<file path="config.mk">
export PLATFORM = sky130hd
export DESIGN_NAME = reorder_buffer_flat
export DESIGN_NICKNAME = d
export VERILOG_FILES = /design/src/rtl/reorder_buffer_if.sv /design/src/rtl/reorder_buffer.sv /design/src/flat_wrapper.sv
export SDC_FILE = /design/constraint.sdc
export NUM_CORES = 1
export LEC_CHECK = 0
export ABC_CLOCK_PERIOD_IN_PS = 28000
export BUFFER_PORTS_ARGS = -buffer_cell sky130_fd_sc_hd__buf_2
export CAP_MARGIN = 0
export CORE_MARGIN = 4
export CORE_UTILIZATION = 55
export DETAILED_ROUTE_END_ITERATION = 7
export HOLD_SLACK_MARGIN = 0.12
export PLACE_DENSITY = 0.74
export SETUP_SLACK_MARGIN = 0.05
export SLEW_MARGIN = 30
export SYNTH_ARGS = -nofsm -noshare
export SYNTH_HDL_FRONTEND = slang
export SYNTH_SLANG_ARGS = --single-unit
export TNS_END_PERCENT = 20
</file>
<file path="constraint.sdc">
create_clock -name clock -period 28 [get_ports clock]
set_input_delay 4.2 -clock clock [delete_from_list [all_inputs] [get_ports clock]]
set_output_delay 4.2 -clock clock [all_outputs]
set_load 0.05 [all_outputs]
</file>
<file path="src/rtl/reorder_buffer_if.sv">
// reorder_buffer_if
// Bundles the dispatch, CDB, operand-query, squash and retire signals of the
// reorder buffer.
//   master : dispatch/CDB/query/squash producer; reads dispatch_ready,
//            dispatch_tag, query results, retire stream, count and empty
//   slave  : the reorder buffer itself
// clock and reset are not part of the bundle.
interface reorder_buffer_if #(
    parameter int ROB_LEN = 8,
    parameter int TAG_W   = $clog2(ROB_LEN + 1)
);
    // Dispatch
    logic             dispatch_valid;
    logic [4:0]       dispatch_dest_reg;
    logic             dispatch_ready;
    logic [TAG_W-1:0] dispatch_tag;
    // Common data bus
    logic             cdb_valid;
    logic [TAG_W-1:0] cdb_tag;
    logic [31:0]      cdb_value;
    // Operand lookups from the reservation station
    logic [TAG_W-1:0] rs1_query_tag;
    logic [TAG_W-1:0] rs2_query_tag;
    logic             rs1_query_ready;
    logic             rs2_query_ready;
    logic [31:0]      rs1_query_value;
    logic [31:0]      rs2_query_value;
    // Flush and retirement
    logic             squash;
    logic             retire_valid;
    logic [TAG_W-1:0] retire_tag;
    logic [4:0]       retire_dest_reg;
    logic [31:0]      retire_value;
    // Occupancy
    logic [TAG_W-1:0] count;
    logic             empty;

    modport master (
        output dispatch_valid, dispatch_dest_reg, cdb_valid, cdb_tag, cdb_value,
               rs1_query_tag, rs2_query_tag, squash,
        input  dispatch_ready, dispatch_tag, rs1_query_ready, rs2_query_ready,
               rs1_query_value, rs2_query_value, retire_valid, retire_tag,
               retire_dest_reg, retire_value, count, empty
    );

    modport slave (
        input  dispatch_valid, dispatch_dest_reg, cdb_valid, cdb_tag, cdb_value,
               rs1_query_tag, rs2_query_tag, squash,
        output dispatch_ready, dispatch_tag, rs1_query_ready, rs2_query_ready,
               rs1_query_value, rs2_query_value, retire_valid, retire_tag,
               retire_dest_reg, retire_value, count, empty
    );
endinterface

</file>
<file path="src/rtl/reorder_buffer.sv">
// reorder_buffer
// Circular reorder buffer: allocates one tag per dispatched instruction,
// captures results from the CDB, answers operand lookups and retires in
// program order. Tag 0 means "value is in the register file"; an entry at
// index i carries tag i+1.
// Ports:
//   clock : rising-edge system clock
//   reset : asynchronous active-high, clears all state
//   rob   : reorder_buffer_if.slave bundle (dispatch, CDB, queries, squash,
//           retire stream, count/empty)
module reorder_buffer #(
    parameter int ROB_LEN = 8,
    parameter int TAG_W   = $clog2(ROB_LEN + 1)
) (
    input  logic             clock,
    input  logic             reset,
    reorder_buffer_if.slave  rob
);
    localparam int IDX_W = $clog2(ROB_LEN);

    logic [ROB_LEN-1:0] valid_r;
    logic [ROB_LEN-1:0] complete_r;
    logic [4:0]         dest_reg_r [ROB_LEN];
    logic [31:0]        value_r    [ROB_LEN];
    logic [IDX_W-1:0]   head_r;
    logic [IDX_W-1:0]   tail_r;
    logic [TAG_W-1:0]   count_r;

    logic               dispatch_fire_s;
    logic               retire_fire_s;
    logic               cdb_hit_s;
    logic [IDX_W-1:0]   cdb_idx_s;
    logic               rs1_ready_s;
    logic               rs2_ready_s;
    logic [31:0]        rs1_value_s;
    logic [31:0]        rs2_value_s;

    // Tag -> entry index; tags above ROB_LEN alias but are rejected by tag_live.
    function automatic logic [IDX_W-1:0] tag_idx(input logic [TAG_W-1:0] tag);
        return IDX_W'(tag - TAG_W'(1));
    endfunction

    // A tag names a live entry only if it is in 1..ROB_LEN and that entry is valid.
    function automatic logic tag_live(input logic [TAG_W-1:0] tag);
        logic live;
        if ((tag != TAG_W'(0)) && (tag <= TAG_W'(ROB_LEN))) begin
            live = valid_r[tag_idx(tag)];
        end else begin
            live = 1'b0;
        end
        return live;
    endfunction

    // Handshake qualification; squash suppresses every state-changing event.
    always_comb begin
        dispatch_fire_s = rob.dispatch_valid && (count_r < TAG_W'(ROB_LEN)) && !rob.squash;
        retire_fire_s   = valid_r[head_r] && complete_r[head_r] && !rob.squash;
        cdb_idx_s       = tag_idx(rob.cdb_tag);
        cdb_hit_s       = rob.cdb_valid && tag_live(rob.cdb_tag);
    end

    // rs1 lookup: invalid/zero tag gives 0, same-cycle CDB forward wins over stored state.
    always_comb begin
        rs1_ready_s = 1'b0;
        rs1_value_s = 32'd0;
        if (tag_live(rob.rs1_query_tag)) begin
            if (rob.cdb_valid && (rob.cdb_tag == rob.rs1_query_tag)) begin
                rs1_ready_s = 1'b1;
                rs1_value_s = rob.cdb_value;
            end else begin
                rs1_ready_s = complete_r[tag_idx(rob.rs1_query_tag)];
                rs1_value_s = value_r[tag_idx(rob.rs1_query_tag)];
            end
        end else begin
            rs1_ready_s = 1'b0;
            rs1_value_s = 32'd0;
        end
    end

    // rs2 lookup: same rules as rs1.
    always_comb begin
        rs2_ready_s = 1'b0;
        rs2_value_s = 32'd0;
        if (tag_live(rob.rs2_query_tag)) begin
            if (rob.cdb_valid && (rob.cdb_tag == rob.rs2_query_tag)) begin
                rs2_ready_s = 1'b1;
                rs2_value_s = rob.cdb_value;
            end else begin
                rs2_ready_s = complete_r[tag_idx(rob.rs2_query_tag)];
                rs2_value_s = value_r[tag_idx(rob.rs2_query_tag)];
            end
        end else begin
            rs2_ready_s = 1'b0;
            rs2_value_s = 32'd0;
        end
    end

    // Entry array, pointers and occupancy counter.
    always_ff @(posedge clock or posedge reset) begin
        if (reset) begin
            valid_r    <= '0;
            complete_r <= '0;
            head_r     <= '0;
            tail_r     <= '0;
            count_r    <= '0;
            for (int i = 0; i < ROB_LEN; i++) begin
                dest_reg_r[i] <= 5'd0;
                value_r[i]    <= 32'd0;
            end
        end else if (rob.squash) begin
            valid_r    <= '0;
            complete_r <= '0;
            head_r     <= '0;
            tail_r     <= '0;
            count_r    <= '0;
        end else begin
            // Dispatch slot is never the CDB target (invalid) nor the head being
            // retired (that would need count == ROB_LEN, which blocks dispatch).
            if (dispatch_fire_s) begin
                valid_r[tail_r]    <= 1'b1;
                complete_r[tail_r] <= 1'b0;
                dest_reg_r[tail_r] <= rob.dispatch_dest_reg;
                value_r[tail_r]    <= 32'd0;
                tail_r             <= tail_r + IDX_W'(1);
            end
            if (cdb_hit_s) begin
                complete_r[cdb_idx_s] <= 1'b1;
                value_r[cdb_idx_s]    <= rob.cdb_value;
            end
            if (retire_fire_s) begin
                valid_r[head_r] <= 1'b0;
                head_r          <= head_r + IDX_W'(1);
            end
            count_r <= count_r + TAG_W'(dispatch_fire_s) - TAG_W'(retire_fire_s);
        end
    end

    assign rob.dispatch_ready  = (count_r < TAG_W'(ROB_LEN));
    assign rob.dispatch_tag    = TAG_W'(tail_r) + TAG_W'(1);
    assign rob.rs1_query_ready = rs1_ready_s;
    assign rob.rs1_query_value = rs1_value_s;
    assign rob.rs2_query_ready = rs2_ready_s;
    assign rob.rs2_query_value = rs2_value_s;
    assign rob.retire_valid    = retire_fire_s;
    assign rob.retire_tag      = TAG_W'(head_r) + TAG_W'(1);
    assign rob.retire_dest_reg = dest_reg_r[head_r];
    assign rob.retire_value    = value_r[head_r];
    assign rob.count           = count_r;
    assign rob.empty           = (count_r == TAG_W'(0));
endmodule

</file>
<file path="src/flat_wrapper.sv">
// flat-port wrapper written by rule: the top's interface ports become plain ports
module reorder_buffer_flat 
#(
    parameter int ROB_LEN = 8,
    parameter int TAG_W   = $clog2(ROB_LEN + 1)
)
  (clock, reset, rob_dispatch_valid, rob_dispatch_dest_reg, rob_cdb_valid, rob_cdb_tag, rob_cdb_value, rob_rs1_query_tag, rob_rs2_query_tag, rob_squash, rob_dispatch_ready, rob_dispatch_tag, rob_rs1_query_ready, rob_rs2_query_ready, rob_rs1_query_value, rob_rs2_query_value, rob_retire_valid, rob_retire_tag, rob_retire_dest_reg, rob_retire_value, rob_count, rob_empty);
  reorder_buffer_if #(.ROB_LEN(ROB_LEN), .TAG_W(TAG_W)) rob_i ();
  input  logic clock;
  input  logic reset;
  input wire logic [$bits(rob_i.dispatch_valid)-1:0] rob_dispatch_valid;
  input wire logic [$bits(rob_i.dispatch_dest_reg)-1:0] rob_dispatch_dest_reg;
  input wire logic [$bits(rob_i.cdb_valid)-1:0] rob_cdb_valid;
  input wire logic [$bits(rob_i.cdb_tag)-1:0] rob_cdb_tag;
  input wire logic [$bits(rob_i.cdb_value)-1:0] rob_cdb_value;
  input wire logic [$bits(rob_i.rs1_query_tag)-1:0] rob_rs1_query_tag;
  input wire logic [$bits(rob_i.rs2_query_tag)-1:0] rob_rs2_query_tag;
  input wire logic [$bits(rob_i.squash)-1:0] rob_squash;
  output wire logic [$bits(rob_i.dispatch_ready)-1:0] rob_dispatch_ready;
  output wire logic [$bits(rob_i.dispatch_tag)-1:0] rob_dispatch_tag;
  output wire logic [$bits(rob_i.rs1_query_ready)-1:0] rob_rs1_query_ready;
  output wire logic [$bits(rob_i.rs2_query_ready)-1:0] rob_rs2_query_ready;
  output wire logic [$bits(rob_i.rs1_query_value)-1:0] rob_rs1_query_value;
  output wire logic [$bits(rob_i.rs2_query_value)-1:0] rob_rs2_query_value;
  output wire logic [$bits(rob_i.retire_valid)-1:0] rob_retire_valid;
  output wire logic [$bits(rob_i.retire_tag)-1:0] rob_retire_tag;
  output wire logic [$bits(rob_i.retire_dest_reg)-1:0] rob_retire_dest_reg;
  output wire logic [$bits(rob_i.retire_value)-1:0] rob_retire_value;
  output wire logic [$bits(rob_i.count)-1:0] rob_count;
  output wire logic [$bits(rob_i.empty)-1:0] rob_empty;
  assign rob_i.dispatch_valid = rob_dispatch_valid;
  assign rob_i.dispatch_dest_reg = rob_dispatch_dest_reg;
  assign rob_i.cdb_valid = rob_cdb_valid;
  assign rob_i.cdb_tag = rob_cdb_tag;
  assign rob_i.cdb_value = rob_cdb_value;
  assign rob_i.rs1_query_tag = rob_rs1_query_tag;
  assign rob_i.rs2_query_tag = rob_rs2_query_tag;
  assign rob_i.squash = rob_squash;
  assign rob_dispatch_ready = rob_i.dispatch_ready;
  assign rob_dispatch_tag = rob_i.dispatch_tag;
  assign rob_rs1_query_ready = rob_i.rs1_query_ready;
  assign rob_rs2_query_ready = rob_i.rs2_query_ready;
  assign rob_rs1_query_value = rob_i.rs1_query_value;
  assign rob_rs2_query_value = rob_i.rs2_query_value;
  assign rob_retire_valid = rob_i.retire_valid;
  assign rob_retire_tag = rob_i.retire_tag;
  assign rob_retire_dest_reg = rob_i.retire_dest_reg;
  assign rob_retire_value = rob_i.retire_value;
  assign rob_count = rob_i.count;
  assign rob_empty = rob_i.empty;
  reorder_buffer #(.ROB_LEN(ROB_LEN), .TAG_W(TAG_W)) u_core (.clock(clock), .reset(reset), .rob(rob_i));
endmodule
</file>
* Word-level counts from Yosys, hierarchy flattened
Cells that the tools add are included.
** Word-level totals
- Bits in registers :: 322
- Output and inout port bits :: 118
- Word-level logic and storage cells :: 155
- Input port bits :: 54
** Operators by class
- Magnitude comparators :: 19
- Multiplexer cells :: 67
- $add $sub $neg :: 9
- Equal/unequal tests :: 2
- Bitwise operators :: 14
- Reductions and logical operators :: 23
** Operators by type and width (count)
- $mux 256 :: 3
- $mux 32 :: 12
- $bmux 32 s3 :: 3
- $and 256x256->256 :: 1
- $bwmux 256 :: 1
- $not 256->256 :: 1
- $demux 32 s3 :: 2
- $mux 8 :: 8
- $bwmux 40 :: 1
- $bmux 1 s3 :: 7
- $ge 4x4->1 const B :: 5
- $lt 3x4->1 const B :: 5
- $not 3->4 :: 5
- $mux 1 :: 17
- $and 8x8->8 :: 2
- $not 8->8 :: 2
- $or 8x8->8 :: 2
- $bmux 5 s3 :: 1
- $demux 5 s3 :: 1
- $logic_and 1x1->1 :: 15
- $mux 5 :: 3
- $le 4x4->1 const B :: 3
- $mux 3 :: 4
- $reduce_bool 4->1 :: 3
- 16 further kinds :: 27

* Longest topological paths before layout
- Depth in word-level cells :: 11
- Depth in mapped cells :: 12

* Least setup slack after synthesis
OpenSTA, ideal clock, no wires.
- Kind :: input to output
- From :: input port rob_rs2_query_tag[0]
- To :: output port rob_rs2_query_value[0]
- Required time :: 23.800 ns
- Arrival :: 7.331 ns
- Stages :: 11
- Slack :: 16.469 ns
- Path buffers :: 5
- Cell sequence :: buf_4 -> buf_2 -> buf_2 -> inv_1 -> ha_1 -> buf_2 -> mux4_2 -> mux2i_1 -> or3_1 -> buf_2 -> a221oi_1
** On the way
- Cells in the longest elaborated chain, start to end :: 7
- Elaborated cells between the ends (all ways) :: 15
** Ends and longest elaborated chain
- from (decl) :: RTL line flat_wrapper.sv:17 : input wire logic [$bits(rob_i.rs2_query_tag)-1:0] rob_rs2_query_tag;
- $sub 3x1->3 :: RTL line reorder_buffer.sv:40 : return IDX_W'(tag - TAG_W'(1));
- $not 3->4 (implied by the code) :: RTL line reorder_buffer.sv:90 : rs2_value_s = value_r[tag_idx(rob.rs2_query_tag)];
- $bmux 32 s3 :: RTL line reorder_buffer.sv:90
- $mux 32 (implied by the code) (2 in series) :: RTL line reorder_buffer.sv:90
- $mux 32 :: RTL line reorder_buffer.sv:85 : if (rob.cdb_valid && (rob.cdb_tag == rob.rs2_query_tag)) begin
- $mux 32 (*) :: RTL line reorder_buffer.sv:84 : if (tag_live(rob.rs2_query_tag)) begin
- to (decl) :: RTL line flat_wrapper.sv:24 : output wire logic [$bits(rob_i.rs2_query_value)-1:0] rob_rs2_query_value;
Mark *: on every way between the ends. The rest lies on a longest branch, timed or not. The select of a mux whose other input is x is not followed.

* Worst setup path after layout
- From :: input port rob_rs1_query_tag[0]
- To :: output port rob_rs1_query_value[7]
** On the way
- Cells in the longest elaborated chain, start to end :: 7
- Elaborated cells between the ends (all ways) :: 15
** Ends and longest elaborated chain
- from (decl) :: RTL line flat_wrapper.sv:16 : input wire logic [$bits(rob_i.rs1_query_tag)-1:0] rob_rs1_query_tag;
- $sub 3x1->3 :: RTL line reorder_buffer.sv:40
- $not 3->4 (implied by the code) :: RTL line reorder_buffer.sv:72 : rs1_value_s = value_r[tag_idx(rob.rs1_query_tag)];
- $bmux 32 s3 :: RTL line reorder_buffer.sv:72
- $mux 32 (implied by the code) (2 in series) :: RTL line reorder_buffer.sv:72
- $mux 32 :: RTL line reorder_buffer.sv:67 : if (rob.cdb_valid && (rob.cdb_tag == rob.rs1_query_tag)) begin
- $mux 32 (*) :: RTL line reorder_buffer.sv:66 : if (tag_live(rob.rs1_query_tag)) begin
- to (decl) :: RTL line flat_wrapper.sv:23 : output wire logic [$bits(rob_i.rs1_query_value)-1:0] rob_rs1_query_value;
Marked as above.

==> impl_results.md <==
* Status: finished, final reports clean
* Total CTS buffers at 38
* Total GRT Usage at 34.0%
* Hold WS at 503 ps
* Worst VDD drop at 0.0644 mV
* Avg Cell Area, Syn at 12.7 um2
* Finish-stage setup viols at 0
* Clock sink count at 322
* Crit path to: rob_rs1_query_value[7]
* Starting density of the core at 56.2%
* DRT iter0 DRCs at 2049
* R2R Path Start: u_core.head_r[0]
* Vias at 16000
* YS warnings at 0
* Share of layout cells above drive strength 1 at 37.2%
* Gr ovfl total at 0
* Slew @ Worst Pin at 960 ps
* Die Wd at 199 um
* Worst setup EP type: output port
* First-pass GRT wire length at 103000 um
* Worst rel slew slack at 36.0%
* # IOs at 172
* Nature of the critical path startpoint: input port
* Worst path slowest cell: and3_2
* Post-DP HPWL at 38900 um
* Synth-to-Final Area Change at 12.1%
* Via density at 7.55
* EDFF count, synth at 0
* CP Depth at 9
* Die area at 0.0397 mm2
* Worst path required time at 23800 ps
* Die Y-Extent at 199 um
* Mapped Nets at 1645
* Period utilization at 44.7%
* Post-Syn Instances at 1578
* Critical path's most frequent cell: buf_4
* Post-CTS Setup Inserts at 0
* CP arrival at 8330 ps
* Clock buffer depth at 3
* CTS root buffer: clkbuf_16
* Clock skew at 16.0 ps
* Setup TNS Final at 0 ps
* Initial antenna violation count at 1
* P per Cell Area at 53.6 mW/mm2
* Cts repair resizes at 0
* R2R depth at 9
* Synth async-reset ratio at 100%
* Delay-heaviest family, CP: buffers and inverters
* Final nets at 1700
* Core area at 0.0358 mm2
* Final instance area at 0.0226 mm2
* Top cells by area, synth: dfrtp_1 40%, mux4_2 24%, a22o_1 11%
* Final Critical Period at 12530 ps
* Fin util at 63.0%
* CTS tree: done
* Reg2Reg Setup Slack at 24270 ps
* Primary FF master, synth: dfrtp_1
* Leak at 9.90 nW
* Most frequent cell after synthesis: dfrtp_1
* RSZ-0062 raised after global routing: false
* Sequential share of the synthesized area at 40.0%
* CP startpoint: rob_rs1_query_tag[0]
* Drt drc at 0
* Post-Place Cell Area at 0.0212 mm2
* Diodes inserted at 0
* Crit path kind: input port to output port
* Number of H-tree levels at 2
* Largest net degree at the start of global routing at 132
* Most frequent cells after synthesis: 322 x dfrtp_1, 256 x a22o_1, 213 x mux4_2
* Cell accounting for the most synthesized area: dfrtp_1
* Fmax achieved at 79.8 MHz
* Post-CTS Hold Buffers at 0
* CTS clk-pin slew, worst paths at 50 ps
* Largest fanout on the critical path at 42
* Buffers on Ports at 171
* # Max-Cap Violations at 0
* Rows at 69
* Routed WL per cell at 31.7 um
* Worst hold path class: flop to flop
* Routed wire length at 67300 um
* Vias in the first global route at 16400
* Total iterations of the first detailed-routing run at 5
* Routability cong. at 0.860
* Synth Register Bits at 322
* Antenna Nets Post-Route at 0
* Post-synth top area share at 40.0%
* Clock Latency Late Sink at 540 ps
* Buf/Inv on CP at 4
* Netlist cell types at 57
* Mapped Area at 0.0201 mm2
* Total power at 1.21 mW
* Final Slew Violations at 0
* Worst reg2reg endpoint: u_core.rob.count[1]
* Crit path cell chain: buf_4, inv_1, ha_4, buf_4, mux4_2, a32oi_1, and3_2, a211oi_1, buf_2
* Fin. Hold Viols at 0
* Critical path's largest stage delay at 850 ps
[per-layer routing]
| metal | up-vias | routed length [um] | track usage (%) |
|---|---|---|---|
| met5 | - | 13 | 0 |
| met4 | 2 | 2300 | 12.3 |
| met3 | 191 | 8070 | 9.59 |
| met2 | 1181 | 31500 | 51.9 |
| met1 | 8288 | 25400 | 47.5 |
| li1 | 6367 | - | - |
[kinds of logic (layout without fill, tap and decap cells)]
family | count (synthesis) | count (layout) | synth area share, %
buf+inv | 249 | 333 | 5.37
compound gates | 404 | 404 | 17.2
simple gates | 253 | 253 | 6.14
flops | 322 | 322 | 40.0
mux | 323 | 323 | 29.8
fa+ha+maj | 13 | 13 | 0.846
xor+xnor | 14 | 14 | 0.609
[where the power goes]
part | internal, mW | switching, mW
clock network | 0.309 | 0.201
logic | 0.0694 | 0.126
registers | 0.487 | 0.0164
[cell type report]
class,count,area (um2)
multi-input combinational,1007,11200
clock buffer,55,1130
sequential,322,8070
fill,2723,13300
inverter,52,208
timing repair buffer,212,1220
clock inverter,14,158
tap,461,577
[placed cells by master, fill, tap and decap left out, types with 4 or more instances in the layout]
cell type  synthesis  routed
a221oi_2          29      29
nor2_4             0       4
a221oi_1           4       4
xor2_1            11       8
and3_1             5       4
mux4_2           213     213
buf_2             68     169
ha_1              12      10
nor4b_1            4       4
clkbuf_16          0      41
o2111ai_1          5       4
and2_1             9       9
buf_4              8      38
dfrtp_1          322     319
nand3b_1           4       4
mux2i_1           35      35
clkbuf_8           0       5
a22o_1           256     256
mux2_2            75      75
clkbuf_1          71       9
clkinv_2           0       7
a21o_1             6       6
a211oi_1          39      39
a21oi_1           50      50
nor4_1            33      33
nor2b_1           11       9
nand2_1          138     138
nor2_1            25      21
inv_1             51      49
[per-stage QoR]
step           worst slack [ps]  std cells
5_1_grt                   15200       2123
3_3_place_gp              15550       2051
2_1_floorplan             14890       1578
3_5_place_dp              15440       2053
6_report                  15470       2123
4_1_cts                   15430       2122
[state kept, by name, indices dropped and copies added, names as in the netlist]
register           count
u_core.dest_reg_r     40
u_core.tail_r          3
u_core.head_r          3
u_core.rob.count       4
u_core.value_r       256
u_core.complete_r      8
u_core.valid_r         8
[how the worst min path moves through the flow]
stage	startpoint	end	slack, ps	cells after the start
after floorplan	u_core.dest_reg_r[15]	u_core.dest_reg_r[15]	470	1
after global placement	u_core.dest_reg_r[7]	u_core.dest_reg_r[7]	480	1
after detailed placement	u_core.dest_reg_r[13]	u_core.dest_reg_r[13]	490	1
after CTS	u_core.dest_reg_r[13]	u_core.dest_reg_r[13]	500	1
after global routing	u_core.dest_reg_r[16]	u_core.dest_reg_r[16]	520	1
final	u_core.dest_reg_r[16]	u_core.dest_reg_r[16]	500	1
Power figures use the tool's default switching activity.
